**src/rtl/sram_arbiter.sv**
```systemverilog
// Arbitrates one asynchronous 16-bit SRAM between a write requester and a read requester.
// Writes win ties unless a read has waited through WR_BURST_MAX consecutive write grants.
module sram_arbiter #(
  parameter int ADDR_W       = 20,
  parameter int DATA_W       = 16,
  parameter int ACC_CYC      = 2,
  parameter int WR_BURST_MAX = 4
) (
  input  logic              i_clk,
  input  logic              i_rst,
  input  logic              i_wr_req,
  input  logic [ADDR_W-1:0] i_wr_addr,
  input  logic [DATA_W-1:0] i_wr_data,
  output logic              o_wr_ack,
  input  logic              i_rd_req,
  input  logic [ADDR_W-1:0] i_rd_addr,
  output logic              o_rd_ack,
  output logic [DATA_W-1:0] o_rd_data,
  output logic              o_busy,
  output logic [ADDR_W-1:0] o_SRAM_ADDR,
  output logic [DATA_W-1:0] o_SRAM_DQ,
  output logic              o_SRAM_DQ_OE,
  input  logic [DATA_W-1:0] i_SRAM_DQ,
  output logic              o_SRAM_WE_N,
  output logic              o_SRAM_CE_N,
  output logic              o_SRAM_OE_N,
  output logic              o_SRAM_LB_N,
  output logic              o_SRAM_UB_N
);

  typedef enum logic [1:0] {IDLE, WRITE, READ, RECOVER} state_t;

  localparam logic [3:0] ACC_LAST  = 4'(ACC_CYC - 1);
  localparam logic [3:0] BURST_MAX = 4'(WR_BURST_MAX);

  state_t            state_reg, state_next;
  logic [3:0]        cnt_reg, cnt_next;
  logic [3:0]        streak_reg, streak_next;
  logic              is_wr_reg;
  logic [ADDR_W-1:0] addr_reg;
  logic [DATA_W-1:0] dq_reg;
  logic [DATA_W-1:0] rd_data_reg;
  logic              grant_wr, grant_rd;

  // A pending read only overrides a write once the write streak has saturated.
  always_comb begin
    grant_wr = 1'b0;
    grant_rd = 1'b0;
    if (state_reg == IDLE) begin
      if (i_wr_req && !(i_rd_req && streak_reg == BURST_MAX)) grant_wr = 1'b1;
      else if (i_rd_req)                                        grant_rd = 1'b1;
    end
  end

  always_comb begin
    state_next  = state_reg;
    cnt_next    = cnt_reg;
    streak_next = streak_reg;
    case (state_reg)
      IDLE: begin
        if (grant_wr) begin
          state_next = WRITE;
          cnt_next   = 4'd0;
          if (!i_rd_req)                    streak_next = 4'd0;
          else if (streak_reg != BURST_MAX) streak_next = streak_reg + 4'd1;
        end else if (grant_rd) begin
          state_next  = READ;
          cnt_next    = 4'd0;
          streak_next = 4'd0;
        end else if (!i_rd_req) begin
          streak_next = 4'd0;
        end
      end
      WRITE, READ: begin
        if (cnt_reg == ACC_LAST) state_next = RECOVER;
        else                     cnt_next   = cnt_reg + 4'd1;
      end
      default: state_next = IDLE;
    endcase
  end

  always_ff @(posedge i_clk or posedge i_rst) begin
    if (i_rst) begin
      state_reg   <= IDLE;
      cnt_reg     <= 4'd0;
      streak_reg  <= 4'd0;
      is_wr_reg   <= 1'b0;
      addr_reg    <= '0;
      dq_reg      <= '0;
      rd_data_reg <= '0;
    end else begin
      state_reg  <= state_next;
      cnt_reg    <= cnt_next;
      streak_reg <= streak_next;
      if (grant_wr) begin
        is_wr_reg <= 1'b1;
        addr_reg  <= i_wr_addr;
        dq_reg    <= i_wr_data;
      end else if (grant_rd) begin
        is_wr_reg <= 1'b0;
        addr_reg  <= i_rd_addr;
      end
      if (state_reg == READ && cnt_reg == ACC_LAST) rd_data_reg <= i_SRAM_DQ;
    end
  end

  // Strobes decode straight from state so an asynchronous reset releases the bus at once.
  always_comb begin
    o_busy       = (state_reg != IDLE);
    o_SRAM_CE_N  = !(state_reg == WRITE || state_reg == READ);
    o_SRAM_LB_N  = o_SRAM_CE_N;
    o_SRAM_UB_N  = o_SRAM_CE_N;
    o_SRAM_WE_N  = (state_reg != WRITE);
    o_SRAM_OE_N  = (state_reg != READ);
    o_SRAM_DQ_OE = (state_reg == WRITE);
    o_wr_ack     = (state_reg == RECOVER) && is_wr_reg;
    o_rd_ack     = (state_reg == RECOVER) && !is_wr_reg;
    o_SRAM_ADDR  = addr_reg;
    o_SRAM_DQ    = dq_reg;
    o_rd_data    = rd_data_reg;
  end

endmodule

```
**config.mk**
```make
export PLATFORM = sky130hd
export DESIGN_NAME = sram_arbiter
export DESIGN_NICKNAME = d
export VERILOG_FILES = /design/src/rtl/sram_arbiter.sv
export SDC_FILE = /design/constraint.sdc
export NUM_CORES = 1
export LEC_CHECK = 0
export CAP_MARGIN = 10
export CORE_MARGIN = 3
export CORE_UTILIZATION = 56
export CTS_CLUSTER_SIZE = 14
export DETAILED_ROUTE_END_ITERATION = 7
export DONT_BUFFER_PORTS = 1
export GPL_TIMING_DRIVEN = 0
export PLACE_DENSITY = 0.8
export SYNTH_ARGS = -nofsm -noshare
export SYNTH_HDL_FRONTEND = slang
export SYNTH_SLANG_ARGS = --single-unit
```
**constraint.sdc**
```tcl
create_clock -name i_clk -period 1.78 [get_ports i_clk]
set_input_delay 0.356 -clock i_clk [delete_from_list [all_inputs] [get_ports i_clk]]
set_output_delay 0.356 -clock i_clk [all_outputs]
set_load 0.01 [all_outputs]
```
==> metrics.yaml <==
power.share.clock_pct: 17.2
rows: 25
fin_crit_sh_pct: 102.1
worst_setup_path_end_kind: "flip-flop"
synthAdderAreaFrac_pct: 3.848
cts_tree: "yes"
syn_to_final_growth_pct: 17.31
path_max_fanout: 5
drv_cap: 0
track_usage_pct: 20.91
cts_max_path_buffers: 2
cts_buffers: 9
drt-initial-drc-count: 73
grt_max_degree: 42
status: "finished with violations"
dieWidth_um: 78.29
switching_share_pct: 36.36
synth_compound_area_share_pct: 12.61
synth_warnings: 0
finalSetupViolCount: 15
clock.fmax_mhz: 550.2
hold_buffers: 0
portBuffers: 0
grt_pass1_wl_um: 9708
max_slew_margin_pct: 40.12
wl_um: 6626
max_slew.worst_pin.slew_ns: 0.8963
clock_skew_ns: 0.009254
power_frac_comb_pct: 41.4
min_path_type: "input pin to asynchronous set/reset pin"
violations: "setup timing"
rsz0062_at_grt: "true"
power_density_nw_per_um2: 2064
drc_errors: 0
crit_slowest_cell: "dfrtp_1"
io_pins: 137
antenna_found_initial: 0
internal_power_mw: 4.510
num_antenna_cells: 0
rr_endpoint: "o_rd_data[1]"
yosys.cell_types.count: 42
fin_tns_setup_ns: -0.4219
post_synth.cell_area_avg_sq_um: 13.24
final_common_cell: "dfrtp_1"
crit_chain: "ha_4, or3b_1, buf_6, nor2_8, clkbuf_16, mux2_4"
syn_area_sq_um: 2927
synth_nets: 306
routabilityCongestion: 0.8106
synth_cells: 221
largest_reg_flops: 20
avgViaCountPerCell: 5.925
synth_seq_cells: 63
p_leak_nw: 1.477
cts_root_buf: "clkbuf_8"
start_util_pct: 59.97
most-common-layout-cells: "63 x dfrtp_1, 22 x nand2b_1, 20 x o221a_2, 20 x mux2_2, 15 x buf_4"
ys.flop_type: "dfrtp_1"
die_h_um: 78.29
startpoint_type: "flip-flop"
hold_viol: 0
layout-drive-gt1-share_pct: 42.23
ys_seq_area_share_pct: 53.87
routedWlPerCell_um: 20.84
drv_slew: 0
setup_ws_ns: -0.03751
nNetsFinal: 332
dpl.hpwl_um: 4706
ir_worst_vdd_uv: 1052
fin_crit_ns: 1.818
synth.area.mux_share_pct: 13.98
placed_cells: 289
synth-simple-area-share_pct: 10.69
p_seq_share_pct: 41.4
synth_top_family_by_area: "multiplexers"
synth-edff-count: 0
cp.arrival_ns: 2.03
grt-ovfl-total: 0
synthArstFlopShare_pct: 100.0
fillCellCount: 348
worstSkewPairLatency_ns: 0.33
fp.dieArea_sq_um: 6129
path_class: "flip-flop to flip-flop"
cpPeakStageDelay_ns: 0.45
path_clk_slew_ns: 0.07
antenna_left: 0
cts.sinks: 63
regToRegStartpoint: "cnt_reg[0]"
via_count: 1884
required_ns: 1.99
final_cell_count_no_fill: 318
reg2reg_slack_ns: -0.04
ff2ff_path_depth: 6
grt_pass1_vias: 1945
synthXorXnorAreaFrac_pct: 0
firstDrtPassIters: 4
h-tree-depth: 3
core_area_sq_um: 4880
fin_util_pct: 70.36
p_sw_mw: 2.577
[synthesized netlist by cell type, types with 2 or more instances]
cell type / number / share of area [%]
nand2_1: 4 / 0.51
o221a_2: 20 / 7.7
nand2b_1: 22 / 4.7
nor3b_1: 2 / 0.51
clkbuf_1: 4 / 0.51
mux2_4: 10 / 5.1
inv_1: 14 / 1.8
nand3_1: 4 / 0.68
nor2_1: 2 / 0.26
o211ai_1: 2 / 0.51
a41oi_1: 2 / 0.60
mux2_2: 21 / 8.1
or4_1: 2 / 0.51
o21ai_0: 4 / 0.68
dfrtp_1: 63 / 54
a21oi_1: 2 / 0.34
buf_4: 3 / 0.77
buf_2: 5 / 0.85
a31oi_1: 3 / 0.64
mux2_1: 2 / 0.77
ha_1: 9 / 3.8
[stage by stage]
step	total power [mW]	hold WS [ns]	setup WS (ns)	cell area [sq um]
floorplan	4.857	0.4610	0.002071	2930
global placement	5.275	0.4792	-0.1190	3014
detailed placement	5.399	0.4477	-0.1625	3042
CTS	6.948	0.08425	-0.05420	3346
global route	7.561	0.1289	-0.09485	3433
finish	7.087	0.07713	-0.03751	3433
[kinds of logic (layout without fill, tap and decap cells)]
| group | after synthesis | in the layout |
|---|---|---|
| flops | 63 | 63 |
| compound gates | 41 | 41 |
| buf+inv | 28 | 58 |
| simple gates | 47 | 47 |
| fa+ha+maj | 9 | 9 |
| mux | 33 | 33 |
[routing by layer]
layer / GRT usage, % / vias up / share of wire (%) / wire length (um)
met5: 0 / - / 0 / 0
met4: 9.790 / 0 / 1.4 / 94
met1: 23.99 / 933 / 39 / 2584
met3: 7.225 / 9 / 9.6 / 636
met2: 35.10 / 91 / 50 / 3311
li1: - / 851 / - / -
[power by group through the flow]
stage	Clock, mW	Combinational, mW	Sequential, mW
after floorplan	0	2.07	2.79
final	1.22	2.93	2.93
after global placement	0	2.34	2.93
after CTS	1.25	2.77	2.93
after detailed placement	0	2.44	2.96
after global routing	1.31	3.24	3.01
[cell type report]
| type | instances | area, sq um | area share, % |
|---|---|---|---|
| flip-flops and latches | 63 | 1577 | 45.92 |
| multi-input cells | 130 | 1244 | 36.22 |
| repair buffers | 16 | 170.2 | 4.956 |
| clock buffers | 12 | 155.1 | 4.519 |
| plain buffers | 13 | 101.3 | 2.952 |
| well taps | 67 | 83.83 | 2.442 |
| inverters | 14 | 60.06 | 1.749 |
| clock inverters | 3 | 42.54 | 1.239 |
[worst max-delay path by stage]
| stage | start | endpoint | slack, ns | cells after the start |
|---|---|---|---|---|
| detailed placement | state_reg[0] | o_SRAM_DQ[6] | -0.16 | 6 |
| CTS | cnt_reg[1] | o_rd_data[0] | -0.05 | 7 |
| global placement | state_reg[0] | o_SRAM_DQ[6] | -0.12 | 6 |
| floorplan | cnt_reg[1] | o_rd_data[0] | 0.002 | 7 |
| finish | cnt_reg[0] | o_rd_data[1] | -0.04 | 6 |
| global route | cnt_reg[0] | o_rd_data[1] | -0.09 | 6 |
[critical path: cells and delay by family (launching register included)]
| kind | cells | cell delay, ns |
|---|---|---|
| muxes | 1 | 0.29 |
| DFF | 1 | 0.45 |
| and+or+nand+nor | 2 | 0.49 |
| adders and majority gates | 1 | 0.16 |
| buffers and inverters | 2 | 0.32 |
[timing repair]
action	4_1_cts	5_1_grt
setup endpoints to repair	45	52
resized for setup	12	8
setup buffers	7	7
cloned	0	1
pin swaps	2	2
No activity file was read; power rests on OpenSTA's default activity.
